==> src/rtl/seven_seg_scan_driver.sv <==
// -----------------------------------------------------------------------------
// seven_seg_scan_driver
//
// Purpose:
//   Consumer end of the seven-segment clock chain. Detects rising edges of the
//   slow scan clock on the fast system clock and time-multiplexes a latched hex
//   value across DIGITS common-anode digits. A blanking gap of BLANK_CYCLES
//   cycles separates consecutive digits to suppress ghosting. New values are
//   offered through a valid/ready handshake into a single pending slot. That
//   slot is only committed to the displayed (shadow) value at a frame boundary,
//   so a frame never mixes two values.
//
// Parameters:
//   DIGITS        number of multiplexed digits (data width is 4*DIGITS)
//   BLANK_CYCLES  all-anodes-off cycles between digits (>= 1)
//
// Optional feature:
//   SEVENSEG_LEADING_ZERO_BLANK_EN  when defined, digits above the highest
//                                   nonzero nibble stay dark (anode enabled,
//                                   segments off, dp still honoured). Digit 0
//                                   always shows.
//
// Ports:
//   i_cmos_clock   100 MHz system clock, rising edge
//   i_rst_n        asynchronous active-low reset
//   i_scan_clock   divided scan clock (already registered upstream)
//   i_load_valid   new value offered on i_load_data / i_load_dp
//   i_load_data    hex nibbles, nibble 0 is the rightmost digit
//   i_load_dp      decimal-point enables, 1 = lit
//   o_load_ready   pending slot empty (registered)
//   o_anodes       active-low digit enables
//   o_cathodes     active-low segments {g,f,e,d,c,b,a}
//   o_dp_out       active-low decimal point
//   o_frame_start  one-cycle pulse on the cycle digit 0 is first driven
// -----------------------------------------------------------------------------
module seven_seg_scan_driver #(
  parameter int unsigned DIGITS       = 8,
  parameter int unsigned BLANK_CYCLES = 16
) (
  input  logic                  i_cmos_clock,
  input  logic                  i_rst_n,
  input  logic                  i_scan_clock,
  input  logic                  i_load_valid,
  input  logic [4*DIGITS-1:0]   i_load_data,
  input  logic [DIGITS-1:0]     i_load_dp,
  output logic                  o_load_ready,
  output logic [DIGITS-1:0]     o_anodes,
  output logic [6:0]            o_cathodes,
  output logic                  o_dp_out,
  output logic                  o_frame_start
);

  localparam int unsigned DataW = 4 * DIGITS;
  localparam int unsigned IdxW  = (DIGITS > 1) ? $clog2(DIGITS) : 1;
  localparam int unsigned CntW  = (BLANK_CYCLES > 1) ? $clog2(BLANK_CYCLES) : 1;

  localparam logic [IdxW-1:0] LastIdx = IdxW'(DIGITS - 1);
  localparam logic [CntW-1:0] GapInit = CntW'(BLANK_CYCLES - 1);

  if (BLANK_CYCLES < 1) begin : g_bad_blank
    $error("BLANK_CYCLES must be at least 1");
  end

  typedef enum logic [1:0] {
    StIdle,
    StShow,
    StGap
  } state_e;

  // ---------------------------------------------------------------------------
  // Hex to active-low segment decode, bit order {g,f,e,d,c,b,a}
  // ---------------------------------------------------------------------------
  function automatic logic [6:0] hex_to_seg(input logic [3:0] nib);
    logic [6:0] seg;
    case (nib)
      4'h0:    seg = 7'b1000000;
      4'h1:    seg = 7'b1111001;
      4'h2:    seg = 7'b0100100;
      4'h3:    seg = 7'b0110000;
      4'h4:    seg = 7'b0011001;
      4'h5:    seg = 7'b0010010;
      4'h6:    seg = 7'b0000010;
      4'h7:    seg = 7'b1111000;
      4'h8:    seg = 7'b0000000;
      4'h9:    seg = 7'b0010000;
      4'hA:    seg = 7'b0001000;
      4'hB:    seg = 7'b0000011;
      4'hC:    seg = 7'b1000110;
      4'hD:    seg = 7'b0100001;
      4'hE:    seg = 7'b0000110;
      default: seg = 7'b0001110;
    endcase
    return seg;
  endfunction

`ifdef SEVENSEG_LEADING_ZERO_BLANK_EN
  // Index of the most significant nonzero nibble; 0 when the value is zero so
  // that digit 0 is always shown.
  function automatic logic [IdxW-1:0] top_nonzero(input logic [DataW-1:0] data);
    logic [IdxW-1:0] top;
    top = '0;
    for (int unsigned i = 0; i < DIGITS; i++) begin
      if (data[4*i +: 4] != 4'h0) begin
        top = IdxW'(i);
      end
    end
    return top;
  endfunction
`endif

  // ---------------------------------------------------------------------------
  // Registers
  // ---------------------------------------------------------------------------
  logic              r_scan_prev;
  state_e            r_state;
  logic [IdxW-1:0]   r_idx;
  logic [CntW-1:0]   r_cnt;

  logic [DataW-1:0]  r_pend_data;
  logic [DIGITS-1:0] r_pend_dp;
  logic              r_pend_full;
  logic [DataW-1:0]  r_shadow_data;
  logic [DIGITS-1:0] r_shadow_dp;
  logic              r_load_ready;

  logic [DIGITS-1:0] r_anodes;
  logic [6:0]        r_cathodes;
  logic              r_dp_out;
  logic              r_frame_start;

  // ---------------------------------------------------------------------------
  // Combinational next-state
  // ---------------------------------------------------------------------------
  logic              w_scan_edge;
  logic              w_transfer;
  logic              w_commit;
  state_e            w_state_next;
  logic [IdxW-1:0]   w_idx_next;
  logic [CntW-1:0]   w_cnt_next;

  logic [DataW-1:0]  w_pend_data_next;
  logic [DIGITS-1:0] w_pend_dp_next;
  logic              w_pend_full_next;
  logic [DataW-1:0]  w_shadow_data_next;
  logic [DIGITS-1:0] w_shadow_dp_next;

  logic [3:0]        w_nibble;
  logic              w_digit_dark;
  logic [DIGITS-1:0] w_anodes_next;
  logic [6:0]        w_cathodes_next;
  logic              w_dp_out_next;

  assign w_scan_edge = i_scan_clock && !r_scan_prev;
  assign w_transfer  = i_load_valid && r_load_ready;

  // Scan FSM. A commit happens on every entry to SHOW with index 0.
  always_comb begin
    w_state_next = r_state;
    w_idx_next   = r_idx;
    w_cnt_next   = r_cnt;
    w_commit     = 1'b0;
    unique case (r_state)
      StIdle: begin
        if (w_scan_edge) begin
          w_state_next = StShow;
          w_idx_next   = '0;
          w_commit     = 1'b1;
        end
      end
      StShow: begin
        if (w_scan_edge) begin
          w_state_next = StGap;
          w_cnt_next   = GapInit;
        end
      end
      StGap: begin
        // Scan edges are ignored here; the gap length is fixed.
        if (r_cnt == '0) begin
          w_state_next = StShow;
          if (r_idx == LastIdx) begin
            w_idx_next = '0;
            w_commit   = 1'b1;
          end else begin
            w_idx_next = r_idx + IdxW'(1);
          end
        end else begin
          w_cnt_next = r_cnt - CntW'(1);
        end
      end
      default: begin
        w_state_next = StIdle;
        w_idx_next   = '0;
      end
    endcase
  end

  // Pending/shadow update. When a transfer and a commit coincide, the commit
  // takes the old pending contents and the incoming value refills the slot.
  always_comb begin
    w_pend_data_next   = r_pend_data;
    w_pend_dp_next     = r_pend_dp;
    w_pend_full_next   = r_pend_full;
    w_shadow_data_next = r_shadow_data;
    w_shadow_dp_next   = r_shadow_dp;
    if (w_commit) begin
      if (r_pend_full) begin
        w_shadow_data_next = r_pend_data;
        w_shadow_dp_next   = r_pend_dp;
      end
      w_pend_full_next = 1'b0;
    end
    if (w_transfer) begin
      w_pend_data_next = i_load_data;
      w_pend_dp_next   = i_load_dp;
      w_pend_full_next = 1'b1;
    end
  end

  // Outputs are decoded from the next state so that the registered pins change
  // on the same edge as the FSM, one cycle after the scan edge is sampled.
  assign w_nibble = w_shadow_data_next[4*int'(w_idx_next) +: 4];

`ifdef SEVENSEG_LEADING_ZERO_BLANK_EN
  logic [IdxW-1:0] w_top_digit;
  assign w_top_digit  = top_nonzero(w_shadow_data_next);
  assign w_digit_dark = (w_idx_next > w_top_digit);
`else
  assign w_digit_dark = 1'b0;
`endif

  always_comb begin
    w_anodes_next   = '1;
    w_cathodes_next = 7'h7F;
    w_dp_out_next   = 1'b1;
    if (w_state_next == StShow) begin
      w_anodes_next[w_idx_next] = 1'b0;
      w_cathodes_next           = w_digit_dark ? 7'h7F : hex_to_seg(w_nibble);
      w_dp_out_next             = ~w_shadow_dp_next[w_idx_next];
    end
  end

  // ---------------------------------------------------------------------------
  // State registers
  // ---------------------------------------------------------------------------
  always_ff @(posedge i_cmos_clock or negedge i_rst_n) begin
    if (!i_rst_n) begin
      r_scan_prev <= 1'b0;
      r_state     <= StIdle;
      r_idx       <= '0;
      r_cnt       <= '0;
    end else begin
      r_scan_prev <= i_scan_clock;
      r_state     <= w_state_next;
      r_idx       <= w_idx_next;
      r_cnt       <= w_cnt_next;
    end
  end

  always_ff @(posedge i_cmos_clock or negedge i_rst_n) begin
    if (!i_rst_n) begin
      r_pend_data   <= '0;
      r_pend_dp     <= '0;
      r_pend_full   <= 1'b0;
      r_shadow_data <= '0;
      r_shadow_dp   <= '0;
      r_load_ready  <= 1'b1;
    end else begin
      r_pend_data   <= w_pend_data_next;
      r_pend_dp     <= w_pend_dp_next;
      r_pend_full   <= w_pend_full_next;
      r_shadow_data <= w_shadow_data_next;
      r_shadow_dp   <= w_shadow_dp_next;
      r_load_ready  <= !w_pend_full_next;
    end
  end

  always_ff @(posedge i_cmos_clock or negedge i_rst_n) begin
    if (!i_rst_n) begin
      r_anodes      <= '1;
      r_cathodes    <= 7'h7F;
      r_dp_out      <= 1'b1;
      r_frame_start <= 1'b0;
    end else begin
      r_anodes      <= w_anodes_next;
      r_cathodes    <= w_cathodes_next;
      r_dp_out      <= w_dp_out_next;
      r_frame_start <= w_commit;
    end
  end

  assign o_load_ready  = r_load_ready;
  assign o_anodes      = r_anodes;
  assign o_cathodes    = r_cathodes;
  assign o_dp_out      = r_dp_out;
  assign o_frame_start = r_frame_start;

endmodule

==> config.mk <==
export PLATFORM = sky130hd
export DESIGN_NAME = seven_seg_scan_driver
export DESIGN_NICKNAME = d
export VERILOG_FILES = /design/src/rtl/seven_seg_scan_driver.sv
export SDC_FILE = /design/constraint.sdc
export NUM_CORES = 1
export LEC_CHECK = 0
export CAP_MARGIN = 0
export CORE_MARGIN = 4
export CORE_UTILIZATION = 50
export DETAILED_ROUTE_END_ITERATION = 7
export PLACE_DENSITY = 0.73
export SLEW_MARGIN = 25
export SYNTH_ARGS = -nofsm -noshare
export SYNTH_HDL_FRONTEND = slang
export SYNTH_SLANG_ARGS = --single-unit
==> constraint.sdc <==
create_clock -name i_cmos_clock -period 3.6 [get_ports i_cmos_clock]
set_input_delay 0.54 -clock i_cmos_clock [delete_from_list [all_inputs] [get_ports i_cmos_clock]]
set_output_delay 0.54 -clock i_cmos_clock [all_outputs]
set_load 0.01 [all_outputs]
After elaboration in Yosys (flattened, before gate mapping)
Memory sizes are Yosys's and may differ from the RTL's.
Index checks and enable logic that the tools add are counted.
Word-level totals
  register bits: 109
  bits in latches: 0
  memory bits (writable): 0
  memory bits (read-only): 112
  bits of input ports: 44
  word-level logic and storage cells: 65
  memories kept: 1
Memories
  (no name shown): depth 16, bits a word 7, rd ports 1, clocked after Yosys merged registers in 0, write ports 0, RTL line 75  | case (nib)
Operators by class
  add/sub/neg operators: 2
  $mul: 0
  div/mod/pow operators: 0
  magnitude comparators: 2
  equal/unequal tests: 6
  shift-type cells: 1
  muxes and demuxes: 28
  bitwise logic cells: 2
  reduce and logical (&&, ||, !) cells: 9
Operators by type and width (count)
  32-bit two-way mux: 2
  32-bit by 6-bit variable part select with 4-bit output: 1
  8-bit two-way mux: 3
  3-bit two-way mux: 3
  3-bit case mux with 3 select lines: 1
  1-bit two-way mux: 8
  4-bit two-way mux: 2
  8-bit inverter: 1
  4-bit case mux with 2 select lines: 1
  7-bit two-way mux: 1
  2-bit two-way mux: 3
  2-bit case mux with 3 select lines: 1
  2-bit by 1-bit == test with 1-bit output, second input constant: 2
  4-bit logical NOT: 1
  3-bit by 4-bit less-than comparator with 1-bit output, second input constant: 1
  2-bit != test, second input constant: 2
  4-bit by 1-bit subtractor with 4-bit output, second input constant: 1
  3-bit by 1-bit adder with 3-bit output, second input constant: 1
  1-bit binary-select mux with 3-bit select: 1
  1-bit demux with 3-bit select: 1
  3-bit == test, second input constant: 1
  3-bit by 1-bit greater-or-equal comparator with 1-bit output, second input constant: 1
  1-bit logical AND: 3
  3-bit AND reduction: 1
  other kinds (6): 7

Longest topological paths before layout
  depth after elaboration: 10
  gate-level depth with buffers: 15

Least setup slack after synthesis
OpenSTA, ideal clock, no wires.
  kind: reg-to-reg
  start: reg r_cnt[0]
  end: reg r_cathodes[0], in the netlist o_cathodes[0]
  library setup time: 0.079 ns
  arrival: 3.204 ns
  required time: 3.521 ns
  path slack: 0.317 ns
  cell stages (with the launch flop): 13
  cells stage by stage: dfrtp_1 inv_1 ha_1 nor3b_4 mux2i_1 a2bb2oi_4 clkinv_1 o41ai_1 a221o_1 inv_1 ha_1 or4_1 o211a_1
RTL lines
  start: declaration: RTL line 117  | logic [CntW-1:0] r_cnt;
  start signal: assignment: RTL line 255  | r_cnt <= w_cnt_next;
  4-bit logical NOT: RTL line 178  | if (r_cnt == '0) begin
  3-bit two-way mux: RTL line 178
  3-bit case mux with 3 select lines: RTL line 162  | unique case (r_state)
  via w_idx_next[1]: RTL line 138  | logic [IdxW-1:0] w_idx_next;
  32-bit by 6-bit variable part select with 4-bit output: RTL line 221  | assign w_nibble = w_shadow_data_next[4*int'(w_idx_next) +: 4];
  memory read 16 x 7 bit
  7-bit two-way mux: RTL line 235  | if (w_state_next == StShow) begin
  via w_cathodes_next[0]: RTL line 150  | logic [6:0] w_cathodes_next;
  end signal: assignment: RTL line 285  | r_cathodes <= w_cathodes_next;
  end: declaration: RTL line 127  | logic [6:0] r_cathodes;
The timed path passes the listed nets, and every way through them passes these cells.
A chain may end at the register's enable or synchronous reset.

Worst setup path in the final report
  start: reg r_idx[0]
  end: reg r_cathodes[0], in the netlist o_cathodes[0]
On the way
  word-level cells in the longest chain between the ends: 8
RTL lines
  start: declaration: RTL line 116  | logic [IdxW-1:0] r_idx;
  start signal: assignment: RTL line 254  | r_idx <= w_idx_next;
  branches (longest 5 deep; another with 3-bit by 1-bit adder with 3-bit output)
  32-bit by 6-bit variable part select with 4-bit output *: RTL line 221
  memory read 16 x 7 bit *
  7-bit two-way mux *: RTL line 235
  via w_cathodes_next[0]: RTL line 150
Mark *: on every way through the listed nets, which the timed path passes.

==> impl_metrics.yaml <==
route:
  routed_wl_mm: 10.4
  drt-initial-drc-count: 135
  drt_first_pass_iters: 4
  remaining_drc_errors: 0
  routed_via_density: 5.24
  vias: 3470
  wire_per_inst_um: 15.7
  ant_nets: 0
sta:
  finalSetupTns_ns: 0
  final-hold-violation-count: 0
  drv_slew: 0
  fin_crit_ns: 3.37
  setup_violations: 0
  tightest_slew_ns: 0.952
  finalClockSkew_ns: 0.0101
  fin_crit_sh_pct: 93.7
  clock.fmax_mhz: 297
  relSlewSlack_pct: 36.3
  whs_ns: 0.209
setup_path:
  crit_slowest_cell: "a2111oi_4"
  worstPathRequired_ns: 3.93
  critPathLaunchType: "flop"
  r2r_slack_ns: 0.23
  max_stage_delay_ns: 0.54
  critPathKind: "reg2reg"
  crit_fanout: 6
  endpoint: "o_cathodes[0]"
  worstPathCellList: "ha_1 > ha_2 > nor4b_4 > mux2_4 > nor2_8 > buf_4 > buf_4 > nand3_1 > a31oi_1 > a2111oi_4 > ha_2 > nand2b_1 > a211oi_1 > a31oi_1 > o211a_1"
  r2r_cells: 15
  crit_path_start: "r_idx[0]"
  worstReg2RegEnd: "o_cathodes[0]"
  r2r-start: "r_idx[0]"
  cp.arrival_ns: 3.70
  critPathCaptureType: "flop"
pwr:
  ir_worst_vdd_v: 0.000308
  p_per_area_nw_per_um2: 717
  leakage_nw: 2.80
flow_run:
  maxCapViolations: 0
grt:
  grt_pass1_vias: 3595
  grt_pass1_wl_mm: 17.3
  grt_max_degree: 57
  antenna_found_initial: 0
  overflow: 0
  grt_use_total_pct: 18.9
cts:
  root_buffer: "clkbuf_8"
  cts_max_level: 3
  clkSinkCount: 109
  holdBufCountCts: 0
  cts-buffers-inserted: 9
  cts_tree: "yes"
  path_clk_slew_ns: 0.10
  worst_skew_pair.late_latency_ns: 0.38
  cts_buffer_depth: 2
floorplan:
  rows: 36
  ios: 62
  coreArea_um2: 9770
  start_util_pct: 51.1
  die_h_um: 108
  dieArea_um2: 11700
  die_x_um: 108
cells_and_area:
  nets: 580
  fillers: 802
  antenna_cells: 0
  stdcell_area_um2: 6120
  syn2layout_area_growth_pct: 22.5
  final_util_pct: 62.7
  multi_input_area_um2: 2130
  drive_gt1_share_pct: 25.7
  regArea_um2: 2750
placed_design:
  placed_cell_area_um2: 5870
  finalWeightedCongestion: 0.900
  io_buffers: 61
  dp_hpwl_mm: 7.49
logic_synthesis:
  yosysWarnings: 0
  yosysTopAreaCell: "dfrtp_1"
  synth_edf_count: 0
  synthTopCellsByCount: "nand2_1, dfrtp_1, mux2_2"
  yosysUniqueCellTypes: 60
  syn-instance-count: 441
  yosysTopAreaCellShare_pct: 46.1
  syn_avg_cell_area_um2: 11.3
  synth_seq_cells: 109
  synthArstFlopShare_pct: 100
  synth.yosys.seq_area_share_pct: 55.0
  syn_nets: 495
  synth_area_leaders: "dfrtp_1, mux2_2, dfstp_2"
  yosysMostFrequentCell: "nand2_1"
  yosys_most_used_dff: "dfrtp_1"
  syn_area_um2: 5000
hold_path:
  hp-class: "in2async"
status:
  outcome: "complete, no violations"
## repair_timing
| item | 4_1_cts | 5_1_grt |
|---|---|---|
| setup endpoints to repair | 0 | 5 |
| setup buffers | 0 | 6 |
| resized for setup | 0 | 9 |
## worst min path at each step
stage,start,to,slack (ns),depth (start not counted)
global placement,r_pend_data[22],r_shadow_data[22],0.45,2
CTS,i_rst_n,r_idx[0],0.22,1
global route,i_rst_n,r_cnt[0],0.26,1
floorplan,i_rst_n,o_frame_start,0.24,0
finish,i_rst_n,r_cnt[0],0.21,1
detailed placement,r_shadow_data[29],r_shadow_data[29],0.46,2
## metrics by stage
step | power, mW | setup slack [ns] | instances
after floorplan | 3.12 | 0.317 | 441
after global placement | 3.61 | 0.00408 | 642
after detailed placement | 3.69 | -0.0574 | 642
after CTS | 4.41 | 0.0996 | 656
after global routing | 4.69 | -0.00322 | 662
final | 4.39 | 0.228 | 662
## final cells by class
| class | instances | area share [%] |
|---|---|---|
| flip-flops and latches | 109 | 44.9 |
| multi-input cells | 303 | 34.8 |
| repair buffers | 92 | 13.9 |
| well taps | 133 | 2.72 |
| clock buffers | 10 | 2.08 |
| clock inverters | 4 | 0.838 |
| inverters | 11 | 0.715 |
## cells in the final DEF (no fill, tap or decap), types with 3 or more instances in the layout
cell type and count:
a21oi_1 8, a22o_1 3, a31oi_1 5, buf_4 31, clkbuf_8 9, clkdlybuf4s50_1 60, dfrtp_1 90, dfstp_2 17
ha_1 8, inv_1 7, mux2_2 48, mux2_4 3, mux2i_1 13, nand2_1 114, nand3_1 8, nor2_1 24
nor2b_1 4, nor3_1 3, o211a_1 4, o211ai_1 3, o21ai_0 8
## state kept, by name, indices dropped and copies added (netlist names), 2 cells and up
name           count
o_anodes           8
o_cathodes         7
r_cnt              4
r_idx              3
r_pend_data       32
r_pend_dp          8
r_shadow_data     32
r_shadow_dp        8
r_state            2
## power breakdown
part,leakage [nW],switching (mW),internal (mW),total [mW]
registers,1.29,0.298,1.78,2.08
clock network,0.0882,0.401,0.315,0.716
logic,1.43,0.774,0.823,1.60
## critical path, delay by kind of cell, from the launching register on
| family | cells | cell delay, ns |
|---|---|---|
| compound gates | 5 | 1.05 |
| fa+ha+maj | 3 | 0.74 |
| buf+inv | 2 | 0.30 |
| flops | 1 | 0.45 |
| mux | 1 | 0.24 |
| simple gates | 4 | 0.56 |
## logic make-up after synthesis
group,count (synthesis),share of synthesized area [%]
AO/OA/AOI/OAI,49,8.29
XOR/XNOR,2,0.351
adder cells (fa/ha/maj),10,2.50
buffers and inverters,29,3.03
flip-flops,109,55.0
multiplexers,65,14.5
AND/OR/NAND/NOR,177,16.3
## per-layer routing
layer / wire, µm / vias up / GRT usage (%)
li1: - / 1681 / -
met1: 4650 / 1719 / 25.0
met5: 0 / - / 0
met4: 179 / 0 / 7.75
met3: 318 / 10 / 2.33
met2: 5260 / 60 / 31.6
No activity file was read; power rests on OpenSTA's default activity.
